**src/rtl/scene_param_pkg.sv**
```systemverilog
// scene_param_pkg: shared sync byte, parser states and scene register map
package scene_param_pkg;
  localparam logic [7:0] SYNC_BYTE = 8'hA5;
  typedef enum logic [2:0] {IDLE, ADDR, LEN, DATA, CSUM} state_t;
  localparam int V0X = 0;
  localparam int V0Y = 1;
  localparam int V0Z = 2;
  localparam int V1X = 3;
  localparam int V1Y = 4;
  localparam int V1Z = 5;
  localparam int V2X = 6;
  localparam int V2Y = 7;
  localparam int V2Z = 8;
  localparam int NX = 9;
  localparam int NY = 10;
  localparam int NZ = 11;
  localparam int LX = 12;
  localparam int LY = 13;
  localparam int LZ = 14;
  localparam int VP00 = 15;
  localparam int VP33 = 30;
  localparam int RENDER_MODE = 31;
endpackage

```
**src/rtl/param_frame_parser.sv**
```systemverilog
// param_frame_parser: decodes framed packets into byte writes, commit and abort strobes
module param_frame_parser
  import scene_param_pkg::*;
#(
  parameter int TIMEOUT_CYC = 4096
) (
  input  logic       clk,
  input  logic       reset,
  input  logic       accept,
  input  logic [7:0] byte_in,
  output logic       wr_en,
  output logic [7:0] wr_addr,
  output logic [7:0] wr_data,
  output logic       commit,
  output logic       abort,
  output logic       err_csum,
  output logic       err_timeout
);
  localparam int TW = $clog2(TIMEOUT_CYC + 1);
  state_t state, state_nx;
  logic [7:0] csum, rem, baddr;
  logic [TW-1:0] tcnt;
  logic timeout;
  assign timeout = state != IDLE && !accept && tcnt == TW'(TIMEOUT_CYC - 1);
  assign wr_en = accept && state == DATA;
  assign wr_addr = baddr;
  assign wr_data = byte_in;
  assign err_timeout = timeout;
  assign abort = err_csum | timeout;
  // next state plus commit/checksum-error decode on each accepted byte
  always_comb begin
    state_nx = state;
    commit = 1'b0;
    err_csum = 1'b0;
    if (timeout) state_nx = IDLE;
    else if (accept)
      case (state)
        IDLE: state_nx = byte_in == SYNC_BYTE ? ADDR : IDLE;
        ADDR: state_nx = LEN;
        LEN: begin
          state_nx = byte_in == 8'd0 ? IDLE : DATA;
          err_csum = byte_in == 8'd0;
        end
        DATA: state_nx = rem == 8'd1 ? CSUM : DATA;
        CSUM: begin
          state_nx = IDLE;
          commit = byte_in == csum;
          err_csum = byte_in != csum;
        end
        default: state_nx = IDLE;
      endcase
  end
  // state, running xor, remaining length, byte address and idle timer
  always_ff @(posedge clk) begin
    if (reset) begin
      state <= IDLE;
      csum <= '0;
      rem <= '0;
      baddr <= '0;
      tcnt <= '0;
    end else begin
      state <= state_nx;
      tcnt <= (state == IDLE || accept || timeout) ? '0 : tcnt + 1'b1;
      if (accept) begin
        csum <= state == ADDR ? byte_in : csum ^ byte_in;
        rem <= state == LEN ? byte_in : rem - 1'b1;
        baddr <= state == ADDR ? byte_in : state == DATA ? baddr + 1'b1 : baddr;
      end
    end
  end
endmodule

```
**src/rtl/scene_param_loader.sv**
```systemverilog
// scene_param_loader: shadow/active scene register banks loaded from a framed byte stream
module scene_param_loader
  import scene_param_pkg::*;
#(
  parameter int NUM_REGS = 32,
  parameter int REG_W = 16,
  parameter int TIMEOUT_CYC = 4096
) (
  input  logic                      clk,
  input  logic                      reset,
  input  logic                      in_valid,
  input  logic [7:0]                in_data,
  output logic                      in_ready,
  input  logic                      frame_start,
  output logic [NUM_REGS*REG_W-1:0] active_flat,
  output logic                      cfg_updated,
  output logic                      pending,
  output logic                      err_csum,
  output logic                      err_timeout,
  output logic [7:0]                err_count
);
  localparam int BPR = REG_W / 8;
  localparam int NBYTES = NUM_REGS * BPR;
  localparam int AW = NBYTES > 1 ? $clog2(NBYTES) : 1;
  logic [7:0] shadow [NBYTES];
  logic [7:0] active [NBYTES];
  logic accept, wr_en, commit, abort, p_err_csum, p_err_timeout, in_range, swap;
  logic [7:0] wr_addr, wr_data;
  assign in_ready = !pending;
  assign accept = in_valid && in_ready;
  assign in_range = {1'b0, wr_addr} < 9'(NBYTES);
  assign swap = frame_start && pending;
  param_frame_parser #(.TIMEOUT_CYC(TIMEOUT_CYC)) u_parser (
    .clk(clk),
    .reset(reset),
    .accept(accept),
    .byte_in(in_data),
    .wr_en(wr_en),
    .wr_addr(wr_addr),
    .wr_data(wr_data),
    .commit(commit),
    .abort(abort),
    .err_csum(p_err_csum),
    .err_timeout(p_err_timeout)
  );
  for (genvar i = 0; i < NBYTES; i++) begin : g_flat
    assign active_flat[i*8 +: 8] = active[i];
  end
  // shadow writes/revert and the frame-boundary publish into the active bank
  always_ff @(posedge clk) begin
    if (reset) begin
      for (int i = 0; i < NBYTES; i++) begin
        shadow[i] <= '0;
        active[i] <= '0;
      end
      pending <= 1'b0;
      cfg_updated <= 1'b0;
    end else begin
      cfg_updated <= swap;
      if (swap) begin
        pending <= 1'b0;
        for (int i = 0; i < NBYTES; i++) active[i] <= shadow[i];
      end else if (commit) pending <= 1'b1;
      if (abort) for (int i = 0; i < NBYTES; i++) shadow[i] <= active[i];
      else if (wr_en && in_range) shadow[wr_addr[AW-1:0]] <= wr_data;
    end
  end
  // error pulses and saturating error counter, one step per erroring cycle
  always_ff @(posedge clk) begin
    if (reset) begin
      err_csum <= 1'b0;
      err_timeout <= 1'b0;
      err_count <= '0;
    end else begin
      err_csum <= p_err_csum;
      err_timeout <= p_err_timeout;
      if ((p_err_csum || p_err_timeout) && err_count != 8'hFF) err_count <= err_count + 1'b1;
    end
  end
endmodule
```
**config.mk**
```make
export PLATFORM = sky130hd
export DESIGN_NAME = scene_param_loader
export DESIGN_NICKNAME = d
export VERILOG_FILES = /design/src/rtl/scene_param_pkg.sv /design/src/rtl/param_frame_parser.sv /design/src/rtl/scene_param_loader.sv
export SDC_FILE = /design/constraint.sdc
export NUM_CORES = 1
export LEC_CHECK = 0
export ABC_AREA = 1
export CORE_ASPECT_RATIO = 0.8
export CORE_MARGIN = 5
export CORE_UTILIZATION = 44
export DETAILED_ROUTE_END_ITERATION = 16
export MAX_ROUTING_LAYER = met4
export PLACE_DENSITY_LB_ADDON = 0.08
export SYNTH_ARGS = -nofsm -noshare
export SYNTH_HDL_FRONTEND = slang
export SYNTH_HIERARCHICAL = 1
export SYNTH_SLANG_ARGS = --single-unit
```
**constraint.sdc**
```tcl
create_clock -name clk -period 56.6 [get_ports clk]
set_clock_uncertainty 0.05 [all_clocks]
set_input_delay 5.66 -clock clk [delete_from_list [all_inputs] [get_ports clk]]
set_output_delay 5.66 -clock clk [all_outputs]
set_load 0.05 [all_outputs]
```
==> key figures <==
Global route
  • Congestion Overflow GR: 0
  • GR Util All Layers: 0.251
  • Pin count of the biggest net entering global routing: 167
  • Vias in the first global route: 29.4k
  • First-pass GRT wire length: 198000 um
  • Initial antenna violation count: 3

Power and ir drop
  • PD cells: 32.9 nW/um^2
  • Pint: 1.35 mW
  • Psw: 457 uW
  • Clock share of power: 0.395
  • Peak VDD IR: 0.0259 mV
  • Comb power frac: 0.090
  • Net Sw Frac: 0.254
  • Seq pwr share: 0.515
  • Leakage Power: 21.1 nW

Logic synthesis
  • Syn nets: 4122
  • Seq cells post-synth: 1076
  • Syn Area/Cell: 10.9 sq um
  • Syn Inst Count: 4105
  • Synth Cell Area: 44900 sq um
  • Sequential-to-total area share from yosys stat: 0.708
  • Async S/R FF share, synth: 0
  • Number of synthesized flops with an enable pin: 1024
  • Commonest register cell after synthesis: edfxtp_1
  • Synth cell count leaders: edfxtp_1, nand2_1, nor2_1
  • Post-synth cell types: 37
  • YS warnings: 6
  • Area contributors post-synth: edfxtp_1, nand2_1, nor2_1
  • Most frequent cell after synthesis: edfxtp_1
  • Area leader, netlist: edfxtp_1
  • Synth top area share: 0.685

Detailed routing
  • # DRC: 0
  • Routed WL: 136000 um
  • Drt first pass iters: 6
  • Vias: 30.9k
  • Number of antenna-violating nets in the routed design: 0
  • Routed length per placed instance: 22.8 um
  • Avg Vias per Cell: 5.16
  • Initial drt markers: 3517

STA
  • Final setup violating endpoints: 0
  • Fin. max-slew vios: 0
  • Worst-margin pin slew: 1.24 ns
  • Fmax: 0.0910 GHz
  • Worst Hold Slack: 0.399 ns
  • Fin Setup TNS: 0 ns
  • Setup repair after global routing missed its margin: no
  • Final Hold Vio Count: 0
  • Slew HR: 0.167
  • Tcrit/Tclk final: 0.194
  • Crit path time final: 10.98 ns

Clock network
  • Num CTS Buffers: 109
  • Setup bufs post-CTS: 0
  • CTS resizes: 0
  • CTS Sinks: 1076
  • Worst-case clock buffer depth: 3
  • Worst skew pair latency: 0.70 ns
  • Hold buffer count at CTS: 0
  • CTS H-tree lvls: 3
  • CTS tree: done
  • CTS clk-pin slew, worst paths: 0.06 ns
  • Root Buffer: clkbuf_16

Worst setup path
  • CP Class: primary input to flip-flop
  • Highest cell delay on the worst timing path: 1.06 ns
  • Element type at the critical path start: primary input
  • CP cell instances: clkdlybuf4s50_1, inv_1, nor2_1, buf_4, inv_1, nor3_1, nand2_1, nand3_1, nor2_4, nand2_2, nor2_8, buf_4, nand2_1, o21ai_0
  • Worst setup EP type: flip-flop
  • Largest fanout on the critical path: 39
  • Slowest CP cell: o21ai_0
  • Crit path DAT: 11.24 ns
  • Worst endpoint required time: 56.86 ns

Finish
  • Nets@finish: 4586
  • Number of diodes: 0
  • Area Growth Syn to Fin: 21.9%
  • Area of the multi-input gates: 9780 sq um
  • Sequential cell area: 31800 sq um
  • Share of layout cells above drive strength 1: 0.0605
  • Fillers: 8792

Die
  • Core footprint: 101000 sq um
  • Row Count: 104
  • Top Ports: 537
  • Die Y: 296 um
  • Die area: 109000 sq um
  • Starting Density: 0.445
  • Die W: 367 um

Place
  • Placer Congestion: 0.837
  • IO Port Bufs: 536
  • DP Wirelength: 83100 um

Outcome
  • Status: finished clean

Min path
  • Hold/Removal Path Class: flip-flop to flip-flop

Run
  • Max Cap Violations: 0
## per-layer routing
layer / GRT usage / part of all wire / vias to the layer above
met5: - / 0 / -
met4: 0.0463 / 0.017 / 0
met3: 0.0535 / 0.080 / 140
met2: 0.385 / 0.46 / 1117
met1: 0.352 / 0.44 / 15200
li1: - / - / 14400
## power by group through the flow
stage	sequential [mW]	combinational (mW)	clock (mW)
6_report	0.929	0.162	0.712
3_3_place_gp	0.945	0.162	0
5_1_grt	0.932	0.171	0.756
3_5_place_dp	0.944	0.164	0
2_1_floorplan	1.02	0.0417	0
4_1_cts	0.929	0.164	0.722
## cell type report
| type | instances | share of cell area |
|---|---|---|
| multi-input cells | 2181 | 0.179 |
| clock buffers | 134 | 0.0523 |
| repair buffers | 569 | 0.104 |
| clock inverters | 69 | 0.0110 |
| flip-flops and latches | 1076 | 0.581 |
| inverters | 632 | 0.0437 |
| well taps | 1325 | 0.0303 |
## through the flow
step                       util  power [mW]  cells  instance area, sq um  worst slack (ns)
after CTS                 0.542        1.81   5986                 54800             45.69
after detailed placement  0.508        1.11   5783                 51300             44.96
after global placement    0.508        1.11   5783                 51300             45.14
final                     0.542        1.80   5986                 54800             45.62
after floorplan               -        1.07   4105                 44900             13.13
after global routing      0.542        1.86   5986                 54800             45.36
## logic make-up after synthesis
group / synth area share
fa+ha+maj: 0.00139
flops: 0.708
simple gates: 0.160
buf+inv: 0.0745
compound gates: 0.0539
xor+xnor: 0.00234
## placed cells by master (no fill, tap or decap), drive strengths merged
cell / netlist / final
o21ai: 433 / 433
nand4: 8 / 8
a21oi: 37 / 37
and2: 1 / 1
nand3b: 1 / 1
clkdlybuf4s50: 0 / 535
nor3: 9 / 9
o31ai: 3 / 3
a31oi: 5 / 5
xor2: 8 / 8
clkinv: 1 / 58
inv: 631 / 632
ha: 5 / 5
nand2: 720 / 720
bufinv: 0 / 8
o211ai: 2 / 2
nor2: 647 / 647
buf: 87 / 34
edfxtp: 1024 / 1024
xnor2: 4 / 4
nand3: 296 / 296
nor4: 2 / 2
clkinvlp: 0 / 3
dfxtp: 52 / 52
clkbuf: 129 / 134
## registers in the layout, summed over array words and instances, names as in the netlist
| register | flops |
|---|---|
| u_parser/tcnt | 13 |
| active | 512 |
| u_parser/wr_addr | 8 |
| err_timeout | 1 |
| u_parser/rem | 8 |
| shadow | 512 |
| u_parser/csum | 8 |
| pending | 1 |
| u_parser/state | 3 |
| err_count | 8 |
| err_csum | 1 |
| cfg_updated | 1 |
## worst paths after layout
check,startpoint,end,slack (ns),cells past startpoint
max,in_valid,shadow[9][4]$_DFFE_PP_,45.62,14
min,u_parser/tcnt[0]$_SDFF_PP0_,u_parser/tcnt[0]$_SDFF_PP0_,0.40,1
max reg2reg,pending$_SDFFE_PP0P_,shadow[9][4]$_DFFE_PP_,50.65,12
min reg2reg,u_parser/tcnt[0]$_SDFF_PP0_,u_parser/tcnt[0]$_SDFF_PP0_,0.40,1
## critical path: cells and delay by family
kind / cells / cell delay [ns]
AOI/OAI and AO/OA: 1 / 1.06
buffers and inverters: 5 / 2.16
and+or+nand+nor: 8 / 2.29
No activity file was read; power rests on OpenSTA's default activity.
